===== src/rtl/irq_ctrl.sv =====
// irq_ctrl: interrupt controller for the IF stage irq[7:0] vector.
// Latches source requests, applies the mask and global enable, and issues
// one one-hot, single-cycle irq pulse. Bit 0 has the highest priority.
// The return PC is captured into EPC, and no further irq is issued until ID
// pulses irq_ret. A small register port gives access to MASK, PENDING, CTRL
// and EPC.
// Optional feature macro: IRQ_LEVEL_EN. When it is defined, pending is the
// combinational level src & mask instead of an edge-latched register.
module irq_ctrl #(
  parameter int CPU_WIDTH = 16,
  parameter int NUM_SRC   = 8
) (
  input  logic                 clk,
  input  logic                 rst,
  input  logic [NUM_SRC-1:0]   src,
  input  logic [CPU_WIDTH-1:0] next_pc,
  input  logic                 irq_ret,
  input  logic                 wr_en,
  input  logic [1:0]           addr,
  input  logic [CPU_WIDTH-1:0] wr_data,
  output logic [CPU_WIDTH-1:0] rd_data,
  output logic [7:0]           irq,
  output logic                 in_service,
  output logic [CPU_WIDTH-1:0] epc
);

  localparam logic [1:0] A_MASK = 2'd0;
  localparam logic [1:0] A_PEND = 2'd1;
  localparam logic [1:0] A_CTRL = 2'd2;
  localparam logic [1:0] A_EPC  = 2'd3;

  logic [NUM_SRC-1:0]   mask_q, mask_d;
  logic [NUM_SRC-1:0]   irq_q, irq_d;
  logic                 gie_q, gie_d;
  logic                 in_service_q, in_service_d;
  logic [CPU_WIDTH-1:0] epc_q, epc_d;

  logic [NUM_SRC-1:0]   pending;
  logic [NUM_SRC-1:0]   req;
  logic [NUM_SRC-1:0]   sel;
  logic                 irq_active;
  logic                 issue;
  logic                 wr_mask, wr_pend, wr_ctrl;

  // Upper write-data bits are not backed by any register.
  logic unused_wr_data;
  assign unused_wr_data = ^wr_data;

  assign wr_mask = wr_en && (addr == A_MASK);
  assign wr_pend = wr_en && (addr == A_PEND);
  assign wr_ctrl = wr_en && (addr == A_CTRL);

`ifdef IRQ_LEVEL_EN
  // Level mode: a request is live exactly while its masked source is high.
  // PENDING writes are ignored because there is no latch to clear.
  logic unused_wr_pend;
  assign unused_wr_pend = wr_pend;
  assign pending = src & mask_q;
`else
  logic [NUM_SRC-1:0] pending_q, pending_d;
  logic [NUM_SRC-1:0] src_prev_q, src_prev_d;
  logic [NUM_SRC-1:0] rise;

  assign rise    = src & ~src_prev_q;
  assign pending = pending_q;

  // Pending latch update. A new rise beats the W1C clear and beats the
  // clear of the bit that was just issued.
  always_comb begin
    pending_d  = pending_q;
    src_prev_d = src;
    if (wr_pend)    pending_d = pending_d & ~wr_data[NUM_SRC-1:0];
    if (irq_active) pending_d = pending_d & ~irq_q;
    pending_d = pending_d | rise;
  end

  // Edge-capture state registers.
  always_ff @(posedge clk) begin
    if (rst) begin
      pending_q  <= '0;
      src_prev_q <= '0;
    end else begin
      pending_q  <= pending_d;
      src_prev_q <= src_prev_d;
    end
  end
`endif

  // The lowest set index wins. x & -x isolates the least-significant one.
  assign req        = pending & mask_q;
  assign sel        = req & (~req + NUM_SRC'(1));
  assign irq_active = |irq_q;
  assign issue      = gie_q & ~in_service_q & ~irq_active & (|req);

  // Control-state next values. Issue is gated on registered mask and gie,
  // so register writes affect the decision one cycle later.
  always_comb begin
    mask_d       = mask_q;
    gie_d        = gie_q;
    irq_d        = issue ? sel : '0;
    in_service_d = in_service_q;
    epc_d        = epc_q;
    if (wr_mask) mask_d = wr_data[NUM_SRC-1:0];
    if (wr_ctrl) gie_d  = wr_data[0];
    if (irq_ret) in_service_d = 1'b0;
    // The irq cycle commits the handler entry. An irq_ret that arrives
    // while not in service is ignored.
    if (irq_active) begin
      in_service_d = 1'b1;
      epc_d        = next_pc;
    end
  end

  // Control-state registers. Reset drops any in-flight pulse.
  always_ff @(posedge clk) begin
    if (rst) begin
      mask_q       <= '0;
      gie_q        <= 1'b0;
      irq_q        <= '0;
      in_service_q <= 1'b0;
      epc_q        <= '0;
    end else begin
      mask_q       <= mask_d;
      gie_q        <= gie_d;
      irq_q        <= irq_d;
      in_service_q <= in_service_d;
      epc_q        <= epc_d;
    end
  end

  // Combinational register read mux.
  always_comb begin
    rd_data = '0;
    unique case (addr)
      A_MASK: rd_data = CPU_WIDTH'(mask_q);
      A_PEND: rd_data = CPU_WIDTH'(pending);
      A_CTRL: rd_data = CPU_WIDTH'({in_service_q, gie_q});
      A_EPC:  rd_data = epc_q;
      default: rd_data = '0;
    endcase
  end

  assign irq        = 8'(irq_q);
  assign in_service = in_service_q;
  assign epc        = epc_q;

endmodule

===== config.mk =====
export PLATFORM = sky130hd
export DESIGN_NAME = irq_ctrl
export DESIGN_NICKNAME = d
export VERILOG_FILES = /design/src/rtl/irq_ctrl.sv
export SDC_FILE = /design/constraint.sdc
export NUM_CORES = 1
export LEC_CHECK = 0
export ABC_CLOCK_PERIOD_IN_PS = 1400
export CORE_MARGIN = 4
export CORE_UTILIZATION = 39
export CTS_CLUSTER_SIZE = 20
export DETAILED_ROUTE_END_ITERATION = 10
export GPL_TIMING_DRIVEN = 0
export HOLD_SLACK_MARGIN = 0.06
export PLACE_DENSITY_LB_ADDON = 0.1
export SYNTH_ARGS = -nofsm -noshare
export SYNTH_HDL_FRONTEND = slang
export SYNTH_SLANG_ARGS = --single-unit

===== constraint.sdc =====
create_clock -name clk -period 1.4 [get_ports clk]
set_input_delay 0.35 -clock clk [delete_from_list [all_inputs] [get_ports clk]]
set_output_delay 0.35 -clock clk [all_outputs]
set_load 0.1 [all_outputs]

## After elaboration in Yosys (flattened, before gate mapping)

Index checks and enable logic that the tools add are counted.

- Output and inout bits: 41
- Flip-flop bits (word level): 50

- Muxes and demuxes: 5
- Add/subtract/negate cells: 1
- Reductions and logical operators: 8
- Bitwise operators: 16
- Equality and inequality tests: 3

Operator list:

| operator | count |
|---|---|
| $pmux 16 s4 | 1 |
| $and 8x8->8 | 5 |
| $not 8->8 | 4 |
| $mux 8 | 2 |
| $reduce_or 8->1 | 2 |
| $add 8x1->8 const B | 1 |
| $or 8x8->8 | 1 |
| $eq 2x2->1 const B | 2 |
| $and 1x1->1 | 3 |
| $logic_and 1x1->1 | 3 |
| $not 1->1 | 3 |
| $eq 2x1->1 const B | 1 |
| $logic_not 2->1 | 1 |
| $mux 1 | 2 |
| $reduce_bool 2->1 | 1 |
| $reduce_or 2->1 | 1 |

## Logic depth before layout (Yosys ltp)

- Depth after elaboration: 6
- Gate-level depth with buffers: 5
- Gate-level depth less buffers: 3

## Worst setup path before layout

OpenSTA, ideal clock, no wires.

- Path type: input-to-output
- From: in addr[0]
- To: out rd_data[4]
- Slack: -1.947 ns
- Data arrival time: 2.997 ns
- Cell stages on the path: 4
- Cells stage by stage: buf_2 > clkbuf_1 > mux2i_1 > o21ai_0

- Cells in the longest elaborated chain, start to end: 2
- Elaborated cells on any way between the ends: 5
- Those cells by class: eq/ne: 3; mux: 1; reduce/logical: 1

Ends and longest elaborated chain:

| what | RTL line | source |
|---|---|---|
| from (decl) | 19 | `input logic [1:0] addr,` |
| $eq 2x2->1, or another cell as far along | 134 | `unique case (addr)` |
| $pmux 16 s4 (*) | 134 |  |
| to (decl) | 21 | `output logic [CPU_WIDTH-1:0] rd_data,` |

Mark *: on every way between the ends. The rest lies on a longest branch, timed or not.

## Final worst setup path

- From: reg epc_q[0], in the netlist epc[0]
- To: out rd_data[0]

- Cells in the longest elaborated chain, start to end: 1

Ends and longest elaborated chain:

| what | RTL line | source |
|---|---|---|
| from (decl) | 36 | `logic [CPU_WIDTH-1:0] epc_q, epc_d;` |
| from (signal assigned) | 127 | `epc_q <= epc_d;` |
| $pmux 16 s4 | 134 |  |

Every way passes these cells.

==> out/summary.md <==
The die boundary width came out at 83.1 um. The kind of cell with the highest combined delay on the critical path was multiplexers. For this design the static power due to leakage is 0.00154 uW. The tools report the number of nets in the synthesized netlist as 279. The number of failing setup endpoints in the final timing report came out at 16. The count of input and output buffers was 76; the number of global-route vias before repair was 2180. Setup repair after global routing could not meet its margin everywhere.

In the routed design, unresolved DRC markers number 0. The buffer and inverter count on the worst path came out at 1. Derived from the worst setup path, the maximum achievable clock frequency is 0.586 GHz. The run gives -307 ps as the setup slack after layout. After the first detailed-routing iteration, the DRC count stood at 124. STA classifies the critical path endpoint as an output pin.

The area of the mapped netlist was 2200 um^2. The logs give 513 uV for the maximum vdd drop and 381 for the post-layout net count. The estimated wirelength of the detail-placed design is 4.78 mm.

Data on the critical path arrives at its endpoint at 1360 ps. The flow ran to the end, but the final reports show violations. The congestion estimate from routability-driven global placement came to 0.847.

The total routed wirelength is 7.39 mm. For this run, the detailed router's first-pass iteration total came to 4. The core region is 5470 um^2. For the number of placement rows, the log shows 27. Dividing the detail-routed wire length by the instance count gives 18.2 um.

After clock tree synthesis, the clock-pin slew on the worst setup and hold paths is 90 ps. On the final layout, the worst hold slack is 462 ps. Walking the worst path, the cells encountered are mux4_2, buf_12. The CTS sink count came out at 50.

TritonCTS built the clock tree. The clock period minus final worst setup slack was 1710 ps. The max-slew violation count is 0, and the worst-case headroom to the max-slew limit is 71.6%.

The mean area per synthesized cell was 9.44 um^2; the total count of hold-check failures in the final report was 0. The checks that failed: setup timing. For the worst setup path, the data required time is 1050 ps. For the largest net degree at the start of global routing, the log shows 20. The highest net fanout along the worst path was 2; the number of hold buffers added after cts was 0. At the pin with the least slew margin, the transition time is 424 ps.

The clock passes through at most 2 buffers. The netlist uses 26 different library cells. Max-cap violations in this run came to 0.

Pin placement for this block handled 87 I/O pins. Counting every instance in the synthesized netlist gives 233. The total negative slack for setup checks is -1330 ps, and the first-pass GRT wire length is 11.3 mm. For the post-placement cell area, the log shows 3290 um^2. Clock tree root buffer cell: sky130_fd_sc_hd__clkbuf_8. Global routing used 20.5% of the available tracks. The clock skew is 11.3 ps. Relative to the synthesized area, the layout overhead comes to 80.5%. For the final non-filler cell total, the log shows 407.

The per-cell via count in the routed design came out at 5.20. Clock latency on the worst-skew pair: 310 ps. Kind of critical path: reg2out.

Measured along the y axis, the die boundary spans 83.1 um. The filler cell count in the final layout was 407; the power density over the cells was 781 nW/um^2. The path class of the tightest hold or removal check is in2reg. The post-route clock period utilization came out at 122%. Of the cells placed in the final design, the portion with a size suffix greater than 1 is 49.3%. The run gives 40.2% as the effective utilization at floorplan. For this run, the register share of the synthesized area comes to 45.5%.

On the worst path, the slowest cell contributes a delay of 500 ps. For the sum of overflow across all layers after global routing, the log shows 0. Among all stages on the critical path, the largest delay is contributed by sky130_fd_sc_hd__mux4_2. After synthesis the netlist holds a flip-flop and latch count of 50.

STA classifies the critical path startpoint as a flip-flop. The total non-filler cell area in the finished layout is 3970 um^2. The number of antenna diodes in the final layout is 0.

Once detail routing completed, the nets flagged for antenna violations numbered 0. Yosys printed 0 warnings. The area enclosed by the die boundary was 6910 um^2; the initial antenna violation count was 0. The tools report the overall power as 3100 uW.

TritonCTS created 5 clock buffers. For the total via count in the routed design, the log shows 2116. The number of instances in the placed design was 381; the depth of the CTS H-tree was 2.
[cell usage in the layout, fill, tap and decap left out, types with 2 or more instances in the layout]
cell type / count
sky130_fd_sc_hd__buf_4: 34
sky130_fd_sc_hd__clkdlybuf4s50_1: 33
sky130_fd_sc_hd__nand4b_1: 24
sky130_fd_sc_hd__dfxtp_2: 23
sky130_fd_sc_hd__buf_12: 20
sky130_fd_sc_hd__nor2_1: 18
sky130_fd_sc_hd__nand2b_1: 17
sky130_fd_sc_hd__dfxtp_4: 14
sky130_fd_sc_hd__nand2_1: 13
sky130_fd_sc_hd__dfxtp_1: 13
sky130_fd_sc_hd__buf_6: 9
sky130_fd_sc_hd__o21ai_1: 9
sky130_fd_sc_hd__mux2i_1: 9
sky130_fd_sc_hd__and3_4: 8
sky130_fd_sc_hd__inv_1: 8
sky130_fd_sc_hd__nor2b_1: 8
sky130_fd_sc_hd__a32o_1: 8
sky130_fd_sc_hd__clkbuf_8: 7
sky130_fd_sc_hd__o21ai_2: 7
sky130_fd_sc_hd__o21ai_4: 6
sky130_fd_sc_hd__clkbuf_16: 4
sky130_fd_sc_hd__mux2i_4: 4
sky130_fd_sc_hd__nor4_4: 3
sky130_fd_sc_hd__clkbuf_2: 3
sky130_fd_sc_hd__nand3_1: 3
sky130_fd_sc_hd__and2_4: 2
sky130_fd_sc_hd__nand2_2: 2
sky130_fd_sc_hd__mux2i_2: 2
sky130_fd_sc_hd__mux4_2: 2
sky130_fd_sc_hd__buf_8: 2
sky130_fd_sc_hd__clkbuf_4: 2
sky130_fd_sc_hd__buf_2: 2
sky130_fd_sc_hd__nor3b_2: 2
sky130_fd_sc_hd__nand3_4: 2
sky130_fd_sc_hd__nor3_1: 2
[registers in the layout (all words and copies together) (netlist names)]
register    flops
in_service      1
gie_q           1
pending         8
epc            16
src_prev_q      8
irq             8
mask_q          8
[worst paths after layout]
kind	cells after the start	slack (ps)	end	startpoint
max	2	-310	rd_data[0]	epc[0]
min	3	460	pending[0]	addr[1]
max reg2reg	5	20	irq[4]	irq[2]
min reg2reg	2	470	pending[6]	src_prev_q[6]
[Yosys cell counts]
| master | n | share of area (%) |
|---|---|---|
| sky130_fd_sc_hd__o21ai_0 | 12 | 2.7 |
| sky130_fd_sc_hd__nand2_1 | 15 | 2.6 |
| sky130_fd_sc_hd__nand3b_1 | 1 | 0.34 |
| sky130_fd_sc_hd__nand2b_1 | 17 | 4.8 |
| sky130_fd_sc_hd__nand4b_1 | 24 | 9.6 |
| sky130_fd_sc_hd__mux2i_1 | 15 | 6.8 |
| sky130_fd_sc_hd__a21oi_1 | 1 | 0.23 |
| sky130_fd_sc_hd__nor4_1 | 2 | 0.57 |
| sky130_fd_sc_hd__nor2_1 | 18 | 3.1 |
| sky130_fd_sc_hd__a32o_1 | 8 | 3.6 |
| sky130_fd_sc_hd__nor3_1 | 2 | 0.46 |
| sky130_fd_sc_hd__buf_6 | 1 | 0.51 |
| sky130_fd_sc_hd__dfxtp_1 | 50 | 46 |
| sky130_fd_sc_hd__nand3_1 | 5 | 1.1 |
| sky130_fd_sc_hd__buf_2 | 7 | 1.6 |
| sky130_fd_sc_hd__nor4_4 | 2 | 1.9 |
| sky130_fd_sc_hd__inv_1 | 8 | 1.4 |
| sky130_fd_sc_hd__and3_1 | 8 | 2.3 |
| sky130_fd_sc_hd__nor3b_1 | 3 | 1.0 |
| sky130_fd_sc_hd__and2_1 | 2 | 0.57 |
| sky130_fd_sc_hd__mux4_2 | 2 | 2.0 |
| sky130_fd_sc_hd__o21ai_1 | 10 | 2.3 |
| sky130_fd_sc_hd__nor4b_1 | 1 | 0.40 |
| sky130_fd_sc_hd__clkbuf_1 | 10 | 1.7 |
| sky130_fd_sc_hd__nor4_2 | 1 | 0.57 |
| sky130_fd_sc_hd__nor2b_1 | 8 | 2.3 |
[per-stage QoR]
step | setup slack (ps) | util (%)
after global placement | -1850 | 60.2
after global routing | -326 | 72.5
after floorplan | -321 | -
after CTS | -294 | 68.3
final | -307 | 72.5
after detailed placement | -1870 | 60.2
[tightest hold or removal path, cell delays in order]
cell	delay [ps]
sky130_fd_sc_hd__buf_6	120
sky130_fd_sc_hd__nand4b_1	120
sky130_fd_sc_hd__a32o_1	150
[what timing repair did]
action	4_1_cts	5_1_grt
cloned	1	2
pin swaps	14	6
endpoints found under the setup margin	88	32
setup buffers	13	5
gates resized for setup	338	31
[cell type report]
class	instances	area, um^2	area share, %
clock buffer	5	68.8	1.73
inverter	8	30.0	0.756
buffer	16	189	4.76
timing repair buffer	97	1110	27.9
clock inverter	2	38.8	0.977
multi-input combinational	157	1360	34.3
tap	72	90.1	2.27
sequential	50	1080	27.3
[where the power goes]
part           internal [uW]  switching [uW]  leakage, uW
registers               1450            39.1     0.000429
logic                    299             298      0.00105
clock network            526             494    0.0000542
[cell families (layout without fill, tap and decap cells)]
group,count (synthesis),in the layout,share of synthesized area (%)
flip-flops,50,50,45.5
AND/OR/NAND/NOR,109,109,31.6
AO/OA/AOI/OAI,31,31,8.87
multiplexers,17,17,8.87
buffers and inverters,26,128,5.18
[layer usage]
metal / wire, um / global-route usage [%]
met1: 3240 / 25.8
met2: 3730 / 34.5
met3: 352 / 5.26
met4: 72 / 6.39
met5: 0 / 0
Note: power is estimated with default switching activity, not from simulation.
